### src/rtl/clock_divider_prog.sv
// Runtime-programmable integer clock divider: divided waveform (clock_out) plus a
// period-start tick. Outputs are registered and lag the internal counter by 1 cycle.
// One config slot: cfg_ready drops while a config waits for the next period boundary.
//
// Ports:
//   clock_in  - single clock, all logic on posedge
//   reset     - synchronous, active-high
//   enable    - 1 = run; 0 = counter cleared, outputs low
//   cfg_valid/cfg_ready, cfg_div, cfg_high - new divisor / high-time offer
//   cfg_err   - 1-cycle pulse when an accepted config had cfg_div == 0 (discarded)
//   clock_out - divided waveform, high while the period counter is below high-time
//   tick      - 1-cycle pulse on the first cycle of each period
module clock_divider_prog #(
  parameter int unsigned WIDTH        = 28,
  parameter int unsigned DEFAULT_DIV  = 2,
  parameter int unsigned DEFAULT_HIGH = DEFAULT_DIV / 2
) (
  input  logic             clock_in,
  input  logic             reset,
  input  logic             enable,
  input  logic             cfg_valid,
  output logic             cfg_ready,
  input  logic [WIDTH-1:0] cfg_div,
  input  logic [WIDTH-1:0] cfg_high,
  output logic             cfg_err,
  output logic             clock_out,
  output logic             tick
);

  localparam logic [WIDTH-1:0] ONE      = WIDTH'(1);
  localparam logic [WIDTH-1:0] DIV_RST  = WIDTH'(DEFAULT_DIV);
  localparam logic [WIDTH-1:0] HIGH_RST = WIDTH'(DEFAULT_HIGH);

  logic [WIDTH-1:0] cnt_q, cnt_d;
  logic [WIDTH-1:0] div_a_q, div_a_d;
  logic [WIDTH-1:0] high_a_q, high_a_d;
  logic [WIDTH-1:0] div_p_q, div_p_d;
  logic [WIDTH-1:0] high_p_q, high_p_d;
  logic             pend_q, pend_d;
  logic             clock_out_q, clock_out_d;
  logic             tick_q, tick_d;
  logic             cfg_err_q, cfg_err_d;

  logic             bnd;
  logic             accept;

  assign cfg_ready = ~pend_q;
  assign accept    = cfg_valid & ~pend_q;
  // div_a is never 0, so div_a-1 cannot underflow.
  assign bnd       = (cnt_q >= div_a_q - ONE);

  always_comb begin
    cnt_d       = cnt_q;
    div_a_d     = div_a_q;
    high_a_d    = high_a_q;
    div_p_d     = div_p_q;
    high_p_d    = high_p_q;
    pend_d      = pend_q;
    clock_out_d = 1'b0;
    tick_d      = 1'b0;
    cfg_err_d   = 1'b0;

    if (enable) begin
      cnt_d       = bnd ? '0 : cnt_q + ONE;
      clock_out_d = (cnt_q < high_a_q);
      tick_d      = (cnt_q == '0);
      // Swap only at a period boundary so no partial period is ever emitted.
      if (bnd && pend_q) begin
        div_a_d  = div_p_q;
        high_a_d = high_p_q;
        pend_d   = 1'b0;
      end
    end else begin
      cnt_d = '0;
      // Nothing is being emitted while stopped, so a pending config can land at once.
      if (pend_q) begin
        div_a_d  = div_p_q;
        high_a_d = high_p_q;
        pend_d   = 1'b0;
      end
    end

    // accept implies pend_q==0, so this never collides with the load above;
    // an accept at a boundary therefore waits for the following boundary.
    if (accept) begin
      if (cfg_div == '0) begin
        cfg_err_d = 1'b1;
      end else begin
        div_p_d  = cfg_div;
        high_p_d = cfg_high;
        pend_d   = 1'b1;
      end
    end
  end

  always_ff @(posedge clock_in) begin
    if (reset) begin
      cnt_q       <= '0;
      div_a_q     <= DIV_RST;
      high_a_q    <= HIGH_RST;
      div_p_q     <= '0;
      high_p_q    <= '0;
      pend_q      <= 1'b0;
      clock_out_q <= 1'b0;
      tick_q      <= 1'b0;
      cfg_err_q   <= 1'b0;
    end else begin
      cnt_q       <= cnt_d;
      div_a_q     <= div_a_d;
      high_a_q    <= high_a_d;
      div_p_q     <= div_p_d;
      high_p_q    <= high_p_d;
      pend_q      <= pend_d;
      clock_out_q <= clock_out_d;
      tick_q      <= tick_d;
      cfg_err_q   <= cfg_err_d;
    end
  end

  assign clock_out = clock_out_q;
  assign tick      = tick_q;
  assign cfg_err   = cfg_err_q;

endmodule

### config.mk
export PLATFORM = sky130hd
export DESIGN_NAME = clock_divider_prog
export DESIGN_NICKNAME = d
export VERILOG_FILES = /design/src/rtl/clock_divider_prog.sv
export SDC_FILE = /design/constraint.sdc
export NUM_CORES = 1
export LEC_CHECK = 0
export CAP_MARGIN = 20
export CORE_AREA = 2 2 128 117
export CTS_CLUSTER_DIAMETER = 100
export DETAILED_ROUTE_END_ITERATION = 8
export DIE_AREA = 0 0 130 119
export GPL_TIMING_DRIVEN = 0
export HOLD_SLACK_MARGIN = 0.06
export PLACE_DENSITY = 0.76
export SYNTH_ARGS = -nofsm -noshare
export SYNTH_HDL_FRONTEND = slang
export SYNTH_SLANG_ARGS = --single-unit
### constraint.sdc
create_clock -name clock_in -period 7.1 [get_ports clock_in]
set_input_delay 2.13 -clock clock_in [delete_from_list [all_inputs] [get_ports clock_in]]
set_output_delay 2.13 -clock clock_in [all_outputs]
set_load 0.05 [all_outputs]
==> impl_metrics.tcl, run 1 <==
set metrics [dict create \
    diodes 0 \
    synthTopCellsByCount "144 x dfxtp_1, 112 x mux2i_1, 112 x nand2b_1, 81 x nor2_1, 58 x ha_1" \
    firstDrtPassIters 5 \
    synth_area_leaders "dfxtp_1 38%, mux2i_1 15%, ha_1 9.5%" \
    clock_power_share_pct 42.2 \
    synth_seq_area_share_pct 37.7 \
    synthArstFlopShare_pct 0 \
    placed_cells 1082 \
    antenna_found_initial 0 \
    tightest_slew_ps 962 \
    ios 64 \
    cts_sinks 144 \
    r2r-end "div_a_q[18]" \
    synthDistinctLibCells 45 \
    synth_edf_count 0 \
    cp_cell_sequence "or4_4 > nor4_2 > nand2_1 > or3_1 > nor3_1 > xnor2_1 > ha_1 > o21ai_0 > o21a_1 > o31ai_1 > a21oi_1 > a311oi_1 > buf_2 > buf_2 > mux2i_1" \
    fillers 1195 \
    cp_slowest_stage_delay_ps 800 \
    hold_viol 0 \
    synth_most_common_cell "dfxtp_1" \
    reg2reg_from "div_a_q[2]" \
    crit_slowest_cell "o31ai_1" \
    rsz0062_at_grt "no" \
    synth_top_flop_cell "dfxtp_1" \
    wl_per_cell_um 15.1 \
    period_minus_slack_ps 5480 \
    detail_route.iter0.violations 376 \
    seqPwrFrac_pct 42.1 \
    crit_top_cell "buf_2" \
    track_usage_pct 22.9 \
    swShare_pct 26.4 \
    fin_cells 1114 \
    first_global_vias 5730 \
    yosys_warnings 0 \
    grt_max_degree 17 \
    max_slew_margin_pct 35.3 \
    grt_pass1_wl_mm 27.8 \
    start_util_pct 53.3 \
    gp_congestion 0.847 \
    hold_class "reg2reg" \
    cp-end-kind "flip-flop" \
    slew_violations 0 \
    peakVddDrop_mv 0.179 \
    finalPower_mw 2.05 \
    syn-num-nets 939 \
    via_per_inst 5.36 \
    area_growth_pct 19.0 \
    avgSynthCellArea_sq_um 9.31 \
    num_vias 5974 \
    whs_endpoint "high_a_q[5]" \
    die_h_um 119 \
    ys_ff_latch 144 \
    post-route-period-util_pct 77.2 \
    postCtsHoldBufs 0 \
    cts_root_buf "clkbuf_16" \
    cts_tree "done" \
    core_area_sq_um 14300 \
    rrSetupSlack_ps 1620 \
    combinationalPowerShare_pct 15.8 \
    clk_path_buf_depth 2 \
    chipWidth_um 130 \
    worst_setup_path_start_kind "flip-flop" \
    setup.worst_path.class "reg2reg" \
    skew_ps 10.3 \
    cts_made_buffers 17 \
    post_dp_cell_area_sq_um 8520 \
    fmax_ghz 0.182 \
    hp-start "high_p_q[5]" \
    holdPathStages 2 \
    post_cts_buffers 0 \
    crit_arrival_ps 5830 \
    grt_overflow 0 \
    dp_hpwl_mm 12.6 \
    port_buffers 63 \
    insertion_delay_ps 430 \
    rows 42 \
    stdcell_area_sq_um 9100 \
    power_density_nw_per_um2 226 \
    synth_top_cell_area_share_pct 37.7 \
    outcome "finished, final reports clean" \
    cp_max_fo 10 \
    antenna_left 0 \
    cp.required_ps 7440 \
    power_switching_mw 0.543 \
    drc_errors 0 \
    r2r_cells 15 \
    nets 1021 \
    cap_violations 0 \
    cts_htree_levels 4 \
    syn_inst 821 \
    leakagePower_nw 3.64 \
    setup_tns_ps 0 \
    drive_gt1_share_pct 5.57 \
    p_int_mw 1.51 \
    synth_top_cell_by_area "dfxtp_1" \
    post_cts_resized 0 \
    fp.dieArea_sq_um 15500 \
    routed_wl_mm 16.8 \
    clk_pin_slew_ps 60 \
    netlist_area_sq_um 7650 \
    setup_viol 0 \
]
-- worst max-delay path: cells and delay by family (launching register included) --
family	cells	cell delay, ps
buffers and inverters	2	770
multiplexers	1	250
flip-flops	1	360
AND/OR/NAND/NOR	5	1950
AO/OA/AOI/OAI	5	1680
XOR/XNOR	1	100
adder cells (fa/ha/maj)	1	290
-- state kept, by name (all words and copies together), names as in the netlist --
name       flops
cfg_err        1
clock_out      1
cnt_q         28
div_a_q       28
div_p_q       28
high_a_q      28
high_p_q      28
pend_q         1
tick           1
-- stage by stage --
stage | worst slack, ps | hold slack, ps | utilization, %
2_1_floorplan | 2790 | 449 | -
3_3_place_gp | 1810 | 461 | 59.4
3_5_place_dp | 1650 | 461 | 59.4
4_1_cts | 1640 | 477 | 63.4
5_1_grt | 1210 | 493 | 63.4
6_report | 1620 | 471 | 63.4
-- power by group through the flow --
stage          clock [mW]  sequential (mW)  combinational [mW]
2_1_floorplan           0            0.879               0.223
3_3_place_gp            0            0.880               0.316
3_5_place_dp            0            0.881               0.321
5_1_grt             0.919            0.868               0.357
6_report            0.866            0.864               0.324
4_1_cts             0.879            0.864               0.324
-- how the worst max path moves through the flow --
stage | startpoint | end | slack, ps
floorplan | div_a_q[2] | div_a_q[0] | 2790
global placement | div_a_q[2] | div_a_q[21] | 1810
detailed placement | div_a_q[2] | div_a_q[23] | 1650
CTS | div_a_q[2] | div_a_q[25] | 1640
global route | div_a_q[2] | high_a_q[19] | 1210
finish | div_a_q[2] | div_a_q[18] | 1620
-- cell type report --
class                           instances  area [sq um]  share of cell area [%]
Clock buffer                           18           429                    4.72
Inverter                               35           131                    1.44
Sequential cell                       144          2880                    31.7
Multi-Input combinational cell        603          4480                    49.2
Tap cell                              198           248                    2.72
Buffer                                 39           156                    1.72
Clock inverter                         14           144                    1.58
Timing Repair Buffer                   63           631                    6.93
-- routing by layer --
layer	GRT usage [%]	wire length (um)	vias up
met5	0	0	-
met3	5.93	854	20
li1	-	-	3011
met2	34.9	7620	134
met1	32.1	8080	2809
met4	6.25	242	0
-- cells by family (layout without fill, tap and decap cells) --
group	Yosys count	in the layout	synth area share, %
AOI/OAI and AO/OA	52	52	4.47
xor gates and xnor gates	50	50	5.73
adders and majority gates	58	58	9.49
buffers and inverters	74	169	3.76
DFF	144	144	37.7
muxes	112	112	14.7
and+or+nand+nor	331	331	24.2
-- layout by cell type, fill, tap and decap left out, types with 5 or more instances in the layout --
cell and instances:
clkinv_2 5, buf_2 8, mux2i_1 112, or3_1 5, nand3_1 17, and3_1 7
nor4_1 26, nand2b_1 112, a21o_1 12, nand2_1 15, ha_1 58, clkbuf_1 24
buf_1 8, xnor2_1 29, nand4_1 17, nor2_1 81, o21ai_0 7, xor2_1 21
clkinv_4 5, dfxtp_1 144, clkbuf_16 17, a211oi_1 6, clkdlybuf4s50_1 63, a21oi_1 14
inv_1 35, nor3_1 24
Power figures use the tool's default switching activity.
==> run 2, diff against run 1 <==
==> constraint.sdc (replaced) <==
create_clock -name clock_in -period 5.45 [get_ports clock_in]
set_input_delay 1.635 -clock clock_in [delete_from_list [all_inputs] [get_ports clock_in]]
set_output_delay 1.635 -clock clock_in [all_outputs]
set_load 0.05 [all_outputs]
==> run 2 against run 1 <==
Against the previous run: sequential power is 31% higher; highest routed layer unchanged; clock power up 30%; flip-flop and latch count stayed put; critical endpoint unchanged.
==> impl_metrics.tcl, run 2 (synthesized netlist as in run 1, its figures left out) <==
set metrics [dict create \
    outcome "finished, final reports clean" \
    swShare_pct 26.5 \
    insertion_delay_ps 430 \
    final_core_util_pct 63.5 \
    die_h_um 119 \
    cp_max_fo 10 \
    stdcell_area_sq_um 9110 \
    drc_errors 0 \
    clk_path_buf_depth 2 \
    detail_route.iter0.violations 387 \
    seqPwrFrac_pct 42.0 \
    fp.dieArea_sq_um 15500 \
    clk_pin_slew_ps 60 \
    area_growth_pct 19.2 \
    cap_violations 0 \
    gp_congestion 0.847 \
    rows 42 \
    track_usage_pct 22.9 \
    cp.required_ps 5790 \
    via_per_inst 5.38 \
    port_buffers 63 \
    antenna_left 0 \
    combinationalPowerShare_pct 15.9 \
    crit_arrival_ps 5420 \
    tightest_slew_ps 786 \
    power_switching_mw 0.709 \
    dp_slack_ps 0.662 \
    drive_gt1_share_pct 5.68 \
    post-route-period-util_pct 93.2 \
    start_util_pct 53.3 \
    grt_overflow 0 \
    cts_tree "done" \
    clock_power_share_pct 42.1 \
    dp_hpwl_mm 12.6 \
    first_global_vias 5730 \
    slew_violations 0 \
    post_dp_cell_area_sq_um 8520 \
    cts_root_buf "clkbuf_16" \
    grt_pass1_wl_mm 27.8 \
    ios 64 \
    hold_class "reg2reg" \
    skew_ps 10.8 \
    wl_per_cell_um 15.1 \
    peakVddDrop_mv 0.233 \
    firstDrtPassIters 5 \
    setup_viol 0 \
    cts_made_buffers 17 \
    setup.worst_path.class "reg2reg" \
    hold_viol 0 \
    rsz0062_at_grt "no" \
    grt_max_degree 17 \
    final_cell_mix "144 x dfxtp_1, 112 x nand2b_1, 112 x mux2i_1" \
    setup_slack_ps 371 \
    final_common_cell "dfxtp_1" \
    leakagePower_nw 3.64 \
    power_density_nw_per_um2 294 \
    fmax_ghz 0.197 \
    core_area_sq_um 14300 \
    period_minus_slack_ps 5080 \
    routed_wl_mm 16.8 \
    worst_setup_path_start_kind "flip-flop" \
    nets 1021 \
    post_cts_buffers 0 \
    chipWidth_um 130 \
    p_int_mw 1.97 \
    placed_cells 1082 \
    max_slew_margin_pct 47.6 \
    num_vias 5989 \
    antenna_found_initial 0 \
    cp-end-kind "flip-flop" \
    cts_sinks 144 \
    setup_tns_ps 0 \
    fin_cells 1114 \
    cts_htree_levels 4 \
    diodes 0 \
]
run 2: cell counts in the layout (fill, tap and decap cells not counted):
No cell type changed its count.
run 2: cell type report:
type	count	area, sq um
buffer	39	156
clock buffer	18	429
clock inverter	14	144
fill	1192	5240
inverter	35	131
multi-input combinational	603	4490
sequential	144	2880
tap	198	248
timing repair buffer	63	631
run 2: path summary, 6_finish.rpt:
| kind | slack [ps] | depth (start not counted) | endpoint | start |
|---|---|---|---|---|
| min | 470 | 2 | high_a_q[5] | high_p_q[5] |
| min reg2reg | 470 | 2 | high_a_q[5] | high_p_q[5] |
| max reg2reg | 370 | 15 | div_a_q[18] | div_a_q[2] |
| max | 370 | 15 | div_a_q[18] | div_a_q[2] |
run 2: stage by stage:
step	power (mW)	hold WS (ps)
2_1_floorplan	1.44	449
3_3_place_gp	1.56	461
3_5_place_dp	1.57	461
4_1_cts	2.69	477
5_1_grt	2.80	493
6_report	2.68	471
run 2: power groups by stage:
stage	Combinational (mW)	Clock (mW)	Sequential [mW]
5_1_grt	0.468	1.20	1.13
6_report	0.425	1.13	1.13
3_5_place_dp	0.419	0	1.15
3_3_place_gp	0.411	0	1.15
2_1_floorplan	0.291	0	1.14
4_1_cts	0.423	1.14	1.13
run 2: metal layers:
layer  GRT usage, %  wire (um)
met1           32.0       7990
met2           34.9       7590
met3           5.93        958
met4           6.25        269
met5              0          0
run 2: repair_timing:
item,in CTS,in global routing
endpoints found under the setup margin,4,39
hold buffers,0,0
gates resized for setup,1,1
run 2: critical path, cell delays in order, from the launching register on:
cell,delay (ps)
dfxtp_1,360
or4_4,580
nor4_2,430
nand2_1,200
or3_1,500
nor3_1,260
xnor2_1,100
ha_1,290
o21ai_0,90
o21a_1,200
o31ai_4,390
a21oi_1,110
a311oi_1,450
buf_2,390
buf_2,380
mux2i_1,250
